===== src/rtl/flu_wb_arbiter_pkg.sv =====
// flu_wb_arbiter_pkg: shared types for the execute-stage writeback arbiter
package flu_wb_arbiter_pkg;
  localparam int XLEN = 64;
  localparam int TRANS_ID_BITS = 3;
  typedef enum logic {WB_ARB_RR = 1'b0, WB_ARB_FIXED = 1'b1} wb_arb_mode_e;
  typedef struct packed {
    logic [XLEN-1:0] result;
    logic [TRANS_ID_BITS-1:0] trans_id;
    logic ex_valid;
    logic [XLEN-1:0] ex_cause;
  } flu_wb_entry_t;
endpackage


===== src/rtl/flu_wb_arbiter_if.sv =====
// flu_wb_arbiter_if: producer channels plus the scoreboard writeback port
interface flu_wb_arbiter_if #(
  parameter int NrChannels = 3,
  parameter int DataWidth = 64,
  parameter int TransIdWidth = 3,
  parameter int CauseWidth = 64
);
  localparam int IdxW = NrChannels > 1 ? $clog2(NrChannels) : 1;
  logic [NrChannels-1:0] ch_valid_i;
  logic [NrChannels-1:0] ch_ready_o;
  logic [NrChannels-1:0][DataWidth-1:0] ch_result_i;
  logic [NrChannels-1:0][TransIdWidth-1:0] ch_trans_id_i;
  logic [NrChannels-1:0] ch_ex_valid_i;
  logic [NrChannels-1:0][CauseWidth-1:0] ch_ex_cause_i;
  logic wb_valid_o;
  logic wb_ready_i;
  logic [DataWidth-1:0] wb_result_o;
  logic [TransIdWidth-1:0] wb_trans_id_o;
  logic wb_ex_valid_o;
  logic [CauseWidth-1:0] wb_ex_cause_o;
  logic [IdxW-1:0] wb_channel_o;
  logic conflict_o;
  modport slave (
    input ch_valid_i, ch_result_i, ch_trans_id_i, ch_ex_valid_i, ch_ex_cause_i, wb_ready_i,
    output ch_ready_o, wb_valid_o, wb_result_o, wb_trans_id_o, wb_ex_valid_o, wb_ex_cause_o,
    wb_channel_o, conflict_o
  );
  modport master (
    output ch_valid_i, ch_result_i, ch_trans_id_i, ch_ex_valid_i, ch_ex_cause_i, wb_ready_i,
    input ch_ready_o, wb_valid_o, wb_result_o, wb_trans_id_o, wb_ex_valid_o, wb_ex_cause_o,
    wb_channel_o, conflict_o
  );
endinterface


===== src/rtl/flu_wb_arbiter_fifo.sv =====
// flu_wb_fifo: one channel's circular buffer with a zero-latency fall-through head
module flu_wb_fifo
  import flu_wb_arbiter_pkg::*;
#(
  parameter int Depth = 2,
  parameter type entry_t = flu_wb_entry_t
) (
  input  logic   clk_i,
  input  logic   rst_ni,
  input  logic   flush_i,
  input  logic   push_i,
  input  entry_t data_i,
  output logic   full_o,
  output logic   head_valid_o,
  output entry_t head_o,
  input  logic   pop_i
);
  localparam int PtrW = Depth > 1 ? $clog2(Depth) : 1;
  localparam int CntW = $clog2(Depth + 1);
  entry_t r_mem [Depth];
  logic [PtrW-1:0] r_wr, r_rd;
  logic [CntW-1:0] r_cnt;
  logic w_empty, w_wr, w_rd;
  function automatic logic [PtrW-1:0] nxt(input logic [PtrW-1:0] p);
    return p == PtrW'(Depth - 1) ? '0 : p + 1'b1;
  endfunction
  assign w_empty = r_cnt == '0;
  assign full_o = r_cnt == CntW'(Depth);
  assign head_valid_o = !w_empty || push_i;
  assign head_o = w_empty ? data_i : r_mem[r_rd];
  // an input consumed in the same cycle it arrives never touches storage
  assign w_wr = push_i && !flush_i && !(w_empty && pop_i);
  assign w_rd = pop_i && !flush_i && !w_empty;
  always_ff @(posedge clk_i) if (w_wr) r_mem[r_wr] <= data_i;
  always_ff @(posedge clk_i or negedge rst_ni)
    if (!rst_ni) begin
      r_wr <= '0;
      r_rd <= '0;
      r_cnt <= '0;
    end else if (flush_i) begin
      r_wr <= '0;
      r_rd <= '0;
      r_cnt <= '0;
    end else begin
      if (w_wr) r_wr <= nxt(r_wr);
      if (w_rd) r_rd <= nxt(r_rd);
      r_cnt <= r_cnt + CntW'(w_wr) - CntW'(w_rd);
    end
endmodule


===== src/rtl/flu_wb_arbiter.sv =====
// flu_wb_arbiter: merges buffered functional-unit results onto one writeback port
module flu_wb_arbiter
  import flu_wb_arbiter_pkg::*;
#(
  parameter int NrChannels = 3,
  parameter int Depth = 2,
  parameter int DataWidth = 64,
  parameter int TransIdWidth = 3,
  parameter int CauseWidth = 64,
  parameter wb_arb_mode_e ArbMode = WB_ARB_RR
) (
  input logic clk_i,
  input logic rst_ni,
  input logic flush_i,
  flu_wb_arbiter_if.slave bus
);
  localparam int IdxW = NrChannels > 1 ? $clog2(NrChannels) : 1;
  typedef struct packed {
    logic [DataWidth-1:0] result;
    logic [TransIdWidth-1:0] trans_id;
    logic ex_valid;
    logic [CauseWidth-1:0] ex_cause;
  } entry_t;
  entry_t [NrChannels-1:0] w_in, w_head;
  logic [NrChannels-1:0] w_h, w_full, w_pop;
  logic [IdxW-1:0] r_rr, w_gnt;
  logic w_valid, w_hs;
  function automatic logic [IdxW-1:0] rot(input logic [IdxW-1:0] base, input int k);
    return IdxW'(ArbMode == WB_ARB_FIXED ? k : (int'(base) + k) % NrChannels);
  endfunction
  for (genvar i = 0; i < NrChannels; i++) begin : g_ch
    assign w_in[i] = {bus.ch_result_i[i], bus.ch_trans_id_i[i], bus.ch_ex_valid_i[i], bus.ch_ex_cause_i[i]};
    assign w_pop[i] = w_hs && w_gnt == IdxW'(i);
    flu_wb_fifo #(.Depth(Depth), .entry_t(entry_t)) u_fifo (
      .clk_i(clk_i),
      .rst_ni(rst_ni),
      .flush_i(flush_i),
      .push_i(bus.ch_valid_i[i] && !w_full[i]),
      .data_i(w_in[i]),
      .full_o(w_full[i]),
      .head_valid_o(w_h[i]),
      .head_o(w_head[i]),
      .pop_i(w_pop[i])
    );
  end
  // scan from farthest to nearest so the nearest valid head wins
  always_comb begin
    w_gnt = '0;
    for (int k = NrChannels - 1; k >= 0; k--) w_gnt = w_h[rot(r_rr, k)] ? rot(r_rr, k) : w_gnt;
  end
  assign w_valid = |w_h && !flush_i;
  assign w_hs = w_valid && bus.wb_ready_i;
  assign bus.ch_ready_o = ~w_full;
  assign bus.wb_valid_o = w_valid;
  assign bus.wb_result_o = w_valid ? w_head[w_gnt].result : '0;
  assign bus.wb_trans_id_o = w_valid ? w_head[w_gnt].trans_id : '0;
  assign bus.wb_ex_valid_o = w_valid && w_head[w_gnt].ex_valid;
  assign bus.wb_ex_cause_o = w_valid ? w_head[w_gnt].ex_cause : '0;
  assign bus.wb_channel_o = w_valid ? w_gnt : '0;
  assign bus.conflict_o = $countones(w_h) >= 2 && !flush_i;
  always_ff @(posedge clk_i or negedge rst_ni)
    if (!rst_ni) r_rr <= '0;
    else if (w_hs && ArbMode == WB_ARB_RR) r_rr <= w_gnt == IdxW'(NrChannels - 1) ? '0 : w_gnt + 1'b1;
endmodule


===== src/flat_wrapper.sv =====
// flat-port wrapper written by rule: the top's interface ports become plain ports
module flu_wb_arbiter_flat import flu_wb_arbiter_pkg::*;
#(
  parameter int NrChannels = 3,
  parameter int Depth = 2,
  parameter int DataWidth = 64,
  parameter int TransIdWidth = 3,
  parameter int CauseWidth = 64,
  parameter wb_arb_mode_e ArbMode = WB_ARB_RR
)
  (clk_i, rst_ni, flush_i, bus_ch_valid_i, bus_ch_result_i, bus_ch_trans_id_i, bus_ch_ex_valid_i, bus_ch_ex_cause_i, bus_wb_ready_i, bus_ch_ready_o, bus_wb_valid_o, bus_wb_result_o, bus_wb_trans_id_o, bus_wb_ex_valid_o, bus_wb_ex_cause_o, bus_wb_channel_o, bus_conflict_o);
  flu_wb_arbiter_if #(.NrChannels(NrChannels), .DataWidth(DataWidth), .TransIdWidth(TransIdWidth), .CauseWidth(CauseWidth)) bus_i ();
  input logic clk_i;
  input logic rst_ni;
  input logic flush_i;
  input wire logic [$bits(bus_i.ch_valid_i)-1:0] bus_ch_valid_i;
  input wire logic [$bits(bus_i.ch_result_i)-1:0] bus_ch_result_i;
  input wire logic [$bits(bus_i.ch_trans_id_i)-1:0] bus_ch_trans_id_i;
  input wire logic [$bits(bus_i.ch_ex_valid_i)-1:0] bus_ch_ex_valid_i;
  input wire logic [$bits(bus_i.ch_ex_cause_i)-1:0] bus_ch_ex_cause_i;
  input wire logic [$bits(bus_i.wb_ready_i)-1:0] bus_wb_ready_i;
  output wire logic [$bits(bus_i.ch_ready_o)-1:0] bus_ch_ready_o;
  output wire logic [$bits(bus_i.wb_valid_o)-1:0] bus_wb_valid_o;
  output wire logic [$bits(bus_i.wb_result_o)-1:0] bus_wb_result_o;
  output wire logic [$bits(bus_i.wb_trans_id_o)-1:0] bus_wb_trans_id_o;
  output wire logic [$bits(bus_i.wb_ex_valid_o)-1:0] bus_wb_ex_valid_o;
  output wire logic [$bits(bus_i.wb_ex_cause_o)-1:0] bus_wb_ex_cause_o;
  output wire logic [$bits(bus_i.wb_channel_o)-1:0] bus_wb_channel_o;
  output wire logic [$bits(bus_i.conflict_o)-1:0] bus_conflict_o;
  assign bus_i.ch_valid_i = bus_ch_valid_i;
  assign bus_i.ch_result_i = bus_ch_result_i;
  assign bus_i.ch_trans_id_i = bus_ch_trans_id_i;
  assign bus_i.ch_ex_valid_i = bus_ch_ex_valid_i;
  assign bus_i.ch_ex_cause_i = bus_ch_ex_cause_i;
  assign bus_i.wb_ready_i = bus_wb_ready_i;
  assign bus_ch_ready_o = bus_i.ch_ready_o;
  assign bus_wb_valid_o = bus_i.wb_valid_o;
  assign bus_wb_result_o = bus_i.wb_result_o;
  assign bus_wb_trans_id_o = bus_i.wb_trans_id_o;
  assign bus_wb_ex_valid_o = bus_i.wb_ex_valid_o;
  assign bus_wb_ex_cause_o = bus_i.wb_ex_cause_o;
  assign bus_wb_channel_o = bus_i.wb_channel_o;
  assign bus_conflict_o = bus_i.conflict_o;
  flu_wb_arbiter #(.NrChannels(NrChannels), .Depth(Depth), .DataWidth(DataWidth), .TransIdWidth(TransIdWidth), .CauseWidth(CauseWidth), .ArbMode(ArbMode)) u_core (.clk_i(clk_i), .rst_ni(rst_ni), .flush_i(flush_i), .bus(bus_i));
endmodule

===== config.mk =====
export PLATFORM = sky130hd
export DESIGN_NAME = flu_wb_arbiter_flat
export DESIGN_NICKNAME = d
export VERILOG_FILES = /design/src/rtl/flu_wb_arbiter_pkg.sv /design/src/rtl/flu_wb_arbiter_if.sv /design/src/rtl/flu_wb_arbiter_fifo.sv /design/src/rtl/flu_wb_arbiter.sv /design/src/flat_wrapper.sv
export SDC_FILE = /design/constraint.sdc
export NUM_CORES = 1
export LEC_CHECK = 0
export ABC_AREA = 0
export BUFFER_PORTS_ARGS = -buffer_cell sky130_fd_sc_hd__buf_2
export CORE_ASPECT_RATIO = 0.5
export CORE_MARGIN = 2
export CORE_UTILIZATION = 44
export CTS_CLUSTER_DIAMETER = 30
export DETAILED_ROUTE_END_ITERATION = 8
export HOLD_SLACK_MARGIN = 0.15
export PLACE_DENSITY = 0.76
export SETUP_SLACK_MARGIN = 0.1
export SLEW_MARGIN = 40
export SYNTH_ARGS = -nofsm -noshare
export SYNTH_HDL_FRONTEND = slang
export SYNTH_SLANG_ARGS = --single-unit

===== constraint.sdc =====
create_clock -name clk_i -period 20.6 [get_ports clk_i]
set_input_delay 1.03 -clock clk_i [delete_from_list [all_inputs] [get_ports clk_i]]
set_output_delay 1.03 -clock clk_i [all_outputs]
set_load 0.005 [all_outputs]

Yosys cells after proc, flatten, opt, wreduce, memory -nomap -nowiden
Memories as Yosys holds them, arrays and structs flattened.
Index checks and enable logic that the tools add are counted.
- $add $sub $neg: 17
- div/mod/pow operators: 3
- $lt $le $gt $ge: 5
- eq/ne operators: 5
- mux-type cells: 46
- bitwise gates (word level): 1
- reduce and logical (&&, ||, !) cells: 49
- operators by type and width (kind ; number):
    $mux W132 ; 4
    $bmux W132 S2 ; 1
    $mux W64 ; 2
    $mod A32 B3 Y32 const B ; 2
    $add A32 B1 Y32 ; 1
    $ge A32 B3 Y1 const B ; 1
    $mod A3 B3 Y32 const B ; 1
    $mux W1 ; 27
    $logic_and A1 B1 Y1 ; 25
    $mux W2 ; 8
    $lt A2 B3 Y1 const B ; 4
    $reduce_bool A2 Y1 ; 6
    $logic_not A1 Y1 ; 10
    $eq A2 B2 Y1 const B ; 4
    $logic_not A2 Y1 ; 4
    $add A1 B1 Y1 const B ; 6
    $add A2 B1 Y2 ; 3
    $bmux W1 S2 ; 3
    $sub A2 B1 Y2 ; 3
    $add A2 B1 Y3 const B ; 1
    $add A2 B2 Y3 const B ; 1
    $logic_or A1 B1 Y1 ; 3
    $mux W3 ; 1
    $not A3 Y3 ; 1
    4 further kinds ; 4
- register bits after elaboration: 14
- bits in writable memories: 792
- input port bits: 403
- output and inout port bits: 139
- logic and storage cells: 139
- memories kept: 3
- memory list (name ; depth ; bits a word ; rd ports ; clocked after memory_dff ; write ports ; line ; source):
    u_core.g_ch[0].u_fifo.r_mem ; 2 ; 132 ; 1 ; 0 ; 1 ; flu_wb_arbiter_fifo.sv:20 ; entry_t r_mem [Depth];
    u_core.g_ch[1].u_fifo.r_mem ; 2 ; 132 ; 1 ; 0 ; 1 ; flu_wb_arbiter_fifo.sv:20 ;
    u_core.g_ch[2].u_fifo.r_mem ; 2 ; 132 ; 1 ; 0 ; 1 ; flu_wb_arbiter_fifo.sv:20 ;

Longest topological paths before layout
- word-level depth: 17
- gate-level depth with buffers: 15
- mapped depth without buffers: 13

By module
From an unflattened synthesis, not the netlist that was laid out.
- cell total of the unflattened synthesis: 2850
- area, all modules: 36528.8 um^2
- modules (own cells, without submodules) (module ; times used ; cells each ; area an instance (um^2) ; seq. area each (um^2)):
    flu_wb_fifo (u_core.g_ch[1].u_fifo ...) ; 2 ; 731 ; 11085.6 ; 8027.7
    flu_wb_fifo (u_core.g_ch[0].u_fifo) ; 1 ; 730 ; 11083.1 ; 8027.7
    flu_wb_arbiter ; 1 ; 658 ; 3274.4 ; 50.0

Worst setup path after synthesis
OpenSTA, ideal clock, no wires.
- path kind: input to register
- start: input bus_ch_valid_i[2]
- end: memory u_core.g_ch[2].u_fifo.r_mem[1][0] (netlist bit) (enable)
- setup time: 0.812 ns
- arrival time: 11.639 ns
- data required time: 19.788 ns
- setup slack: 8.149 ns
- stages: 6
- buffers on the path: 1
- path through: or3_1 -> o221a_2 -> o21ai_2 -> buf_2 -> o311ai_4 -> nor3b_1
- cells in the longest elaborated chain, start to end: 14
- elaborated cells on any way between the ends: 22
- those cells by class: eq/ne (1); mux (11); reduce/logical (10)
- RTL lines (what ; line ; source):
    from (decl) ; flat_wrapper.sv:16 ; input wire logic [$bits(bus_i.ch_valid_i)-1:0] bus_ch_valid_i;
    $logic_and A1 B1 Y1 * ; flu_wb_arbiter.sv:38 ; .push_i(bus.ch_valid_i[i] && !w_full[i]),
    $logic_or A1 B1 Y1 ; flu_wb_arbiter_fifo.sv:29 ; assign head_valid_o = !w_empty || push_i;
    $bmux W1 S2 ; flu_wb_arbiter.sv:49 ; for (int k = NrChannels - 1; k >= 0; k--) w_gnt = w_h[rot(r_rr, k)] ? rot(r_rr, k) : w_gnt;
    $mux W1 (implied by the code) ; flu_wb_arbiter.sv:49 ;
    $mux W2 (3 in series) ; flu_wb_arbiter.sv:49 ;
    $eq A2 B2 Y1 ; flu_wb_arbiter.sv:33 ; assign w_pop[i] = w_hs && w_gnt == IdxW'(i);
    $logic_and A1 B1 Y1 ; flu_wb_arbiter.sv:33 ;
    $logic_and A1 B1 Y1 ; flu_wb_arbiter_fifo.sv:32 ; assign w_wr = push_i && !flush_i && !(w_empty && pop_i);
    $logic_not A1 Y1 ; flu_wb_arbiter_fifo.sv:32 ;
    $logic_and A1 B1 Y1 * ; flu_wb_arbiter_fifo.sv:32 ;
    $mux W1 * ; flu_wb_arbiter_fifo.sv:34 ; always_ff @(posedge clk_i) if (w_wr) r_mem[r_wr] <= data_i;
    $mux W1 (implied by the code) * ; flu_wb_arbiter_fifo.sv:34 ;
    to (decl) ; flu_wb_arbiter_fifo.sv:20 ;
Mark *: on every way between the ends. The rest lies on a longest branch, timed or not. The select of a mux whose other input is x is not followed.

Worst setup path in the final report
- start: register u_core.r_rr[1]
- end: output bus_wb_result_o[11]
- cells in the longest elaborated chain, start to end: 10
- elaborated cells on any way between the ends: 17
- those cells by class: add/sub (2); div (3); mux (12)
- RTL lines (what ; line ; source):
    from (decl) ; flu_wb_arbiter.sv:26 ; logic [IdxW-1:0] r_rr, w_gnt;
    from (signal assigned) ; flu_wb_arbiter.sv:63 ; else if (w_hs && ArbMode == WB_ARB_RR) r_rr <= w_gnt == IdxW'(NrChannels - 1) ? '0 : w_gnt + 1'b1;
    $add A2 B2 Y3 ; flu_wb_arbiter.sv:29 ; return IdxW'(ArbMode == WB_ARB_FIXED ? k : (int'(base) + k) % NrChannels);
    $mod A32 B3 Y32 ; flu_wb_arbiter.sv:29 ;
    $bmux W1 S2 ; flu_wb_arbiter.sv:49 ;
    $mux W1 (implied by the code) ; flu_wb_arbiter.sv:49 ;
    $mux W2 (2 in series) ; flu_wb_arbiter.sv:49 ;
    $mux W2 * ; flu_wb_arbiter.sv:49 ;
    $bmux W132 S2 * ; flu_wb_arbiter.sv:55 ; assign bus.wb_result_o = w_valid ? w_head[w_gnt].result : '0;
    $mux W132 (implied by the code) * ; flu_wb_arbiter.sv:55 ;
    $mux W64 * ; flu_wb_arbiter.sv:55 ;
    to (decl) ; flat_wrapper.sv:24 ; output wire logic [$bits(bus_i.wb_result_o)-1:0] bus_wb_result_o;
Marks and branches as above.

==> results.cfg <==
[sta]
finalHoldViolCount = 0
post-route-period-util = 0.264
fmax_mhz = 184
finalMaxSlewViolations = 0
rsz0062_at_grt = false
setup_viol = 0
whs_ns = 0.217
min_period_ns = 5.43
worst_pin_slew_ns = 0.914
max-slew-margin-rel = 0.391
setup_tns_ns = 0
fin_skew_ns = 0.0278

[worst_setup_path]
crit_type = flop to primary output
cp_slowest_stage_delay_ns = 0.78
crit_arrival_ns = 4.40
slowest_stage = and2_4
path_cells = inv_1, ha_1, nor2b_1, and2_4, buf_6, o221ai_1, a31oi_1, buf_2
crit_required_ns = 19.57
cp-end-kind = primary output
critPathMaxFanout = 76
startpoint_type = flop

[power]
p_int_w = 0.00403
pwr_density_cell_nw_per_um2 = 138
swShare = 0.341
switching_power_w = 0.00208
ir_drop_mv = 0.116
p_leak_nw = 14.7
pwr-share-seq = 0.331
combPwrFrac = 0.296
pwr-share-clk = 0.372

[logic_synthesis]
syn_avg_cell_area_um2 = 13.7
yosys-top-cells-area = edfxtp_1, mux2i_1, o2111ai_1
yosysMostFrequentCell = edfxtp_1
synth-main-ff-cell = edfxtp_1
synthArstFlopShare = 0.0174
yosysTopAreaCell = edfxtp_1
ys_warn_count = 0
synth_edf_count = 792
synth_cell_types = 48
syn-num-nets = 3024
yosys-top-cells-count = edfxtp_1, mux2i_1, nand2_1
netlist_instances = 2611
ys_seq_area_frac = 0.674
synth.top_cell.area_share = 0.664
netlist_area_um2 = 35800
ys_ff_latch = 806

[run]
cap_violations = 0

[floorplan]
die_h_um = 206
io_pins = 542
start_util = 0.447
core_area_um2 = 80000
rows = 73
die_x_um = 407
die_area_um2 = 83800

[global_routing]
grt_pass1_wl_mm = 156
gr-total-overflow = 0
grt_pass1_vias = 25000
track_usage = 0.247
grt_busiest_layer = met2
use_met2 = 0.401
grt_max_degree = 191
grt_use_met3 = 0.0495
antenna_found_initial = 96
met1_usage = 0.290

[routing]
drt_iter0_drc = 3114
num_vias = 26200
wl_per_cell_um = 25.0
drt-total-wl_mm = 110
drc = 0
routed_via_density = 5.99
drt_pre_antenna_iters = 6
drtAntennaViolNets = 0

[clock_network]
cts_resized = 0
cts_root_buffer = clkbuf_16
clock_latency_ns = 0.72
cts_post_setup_buffers_inserted = 0
htreeDepth = 4
cts_max_path_buffers = 3
hold_buffers = 0
cts_tree = done
clkTransAtPathRegs_ns = 0.06
numCtsBuffers = 136
clock-sinks = 806

[cells_and_area]
drive_gt1_frac = 0.257
syn_to_final_growth_pct = 24.0
fillCellCount = 6392
final_nets = 3506
regArea_um2 = 24100
multi_input_area_um2 = 10800

[placement]
gp_congestion = 0.928
hpwlAfterDp_mm = 66.2
numPortBuffers = 541

[run_status]
status = completed

[hold_path]
worstHoldPathType = primary input to async pin
final timing paths:
kind | startpoint | to | slack [ns] | cells past startpoint
min reg2reg | u_core.r_rr[0] | u_core.r_rr[0] | 0.65 | 2
max reg2reg | u_core.r_rr[1] | u_core.g_ch[0].u_fifo.r_mem[0][17] | 15.67 | 9
max in group asynchronous | rst_ni | u_core.g_ch[0].u_fifo.r_rd | 20.09 | 1
min | rst_ni | u_core.r_rr[1] | 0.22 | 1
min in group clk_i | bus_ch_ex_cause_i[178] | u_core.g_ch[2].u_fifo.r_mem[1][50] | 0.51 | 1
max | u_core.r_rr[1] | bus_wb_result_o[11] | 15.17 | 8
stage by stage:
stage / setup slack (ns) / std cells / power (W) / utilization / instance area [µm²]
after floorplan: 8.15 / 2611 / 0.00317 / - / 35800
after global placement: 15.04 / 4033 / 0.00377 / 0.491 / 39300
after detailed placement: 15.28 / 4040 / 0.00382 / 0.494 / 39500
after CTS: 15.04 / 4289 / 0.00609 / 0.551 / 44100
after global routing: 14.95 / 4368 / 0.00633 / 0.554 / 44400
final: 15.17 / 4378 / 0.00612 / 0.555 / 44400
layout make-up:
class	count	share of cell area
flip-flops and latches	806	0.544
multi-input cells	1557	0.243
clock buffers	159	0.0829
repair buffers	583	0.0729
well taps	1087	0.0306
clock inverters	90	0.0210
diodes	87	0.00490
inverters	9	0.000817
sequential cells by signal (all words and copies together), names as in the netlist:
signal and cells:
u_core.r_rr 2, u_core.g_ch.u_fifo.r_wr 3, u_core.g_ch.u_fifo.r_mem 792, u_core.g_ch.u_fifo.r_rd 3, u_core.g_ch.u_fifo.r_cnt 6
per-layer routing:
metal  vias up  part of all wire  wire, µm
met5         -            0.0012       129
met4        20             0.068      7480
met3       377             0.072      7930
met2      1524              0.49     54100
met1     12800              0.36     39800
li1      11500                 -         -
power by group through the flow:
stage	clock network (W)	logic [W]	registers, W
floorplan	0	0.00111	0.00206
global placement	0	0.00171	0.00206
detailed placement	0	0.00176	0.00206
CTS	0.00229	0.00177	0.00203
global route	0.00236	0.00193	0.00204
finish	0.00228	0.00181	0.00203
cells by family after synthesis:
family                   share of synthesized area
buffers and inverters                       0.0270
AND/OR/NAND/NOR                             0.0504
adder cells (fa/ha/maj)                    0.00350
AO/OA/AOI/OAI                                0.132
XOR/XNOR                                   0.00171
multiplexers                                 0.112
flip-flops                                   0.674
cell usage in the layout, fill, tap and decap left out, drive strengths merged, types with 2 or more instances in the layout:
cell type / count
nor2b: 8
nor3b: 3
or3: 3
dfrtp: 14
bufinv: 14
clkinvlp: 11
mux2i: 398
diode: 87
edfxtp: 792
o311ai: 2
nand2: 270
xnor2: 4
xor2: 3
clkinv: 47
a21oi: 136
nor3: 6
nor4b: 2
inv: 27
buf: 582
o2111ai: 133
nor2: 146
ha: 10
o21ai: 136
o221ai: 132
a211o: 2
clkbuf: 160
a31oi: 133
nand2b: 6
a2111o: 2
or2: 5
critical path, delay by kind of cell (launching register included):
family / cells / cell delay, ns
fa+ha+maj: 1 / 0.23
buf+inv: 3 / 0.95
simple gates: 2 / 1.22
compound gates: 2 / 0.74
flops: 1 / 0.40
Power figures use the tool's default switching activity.
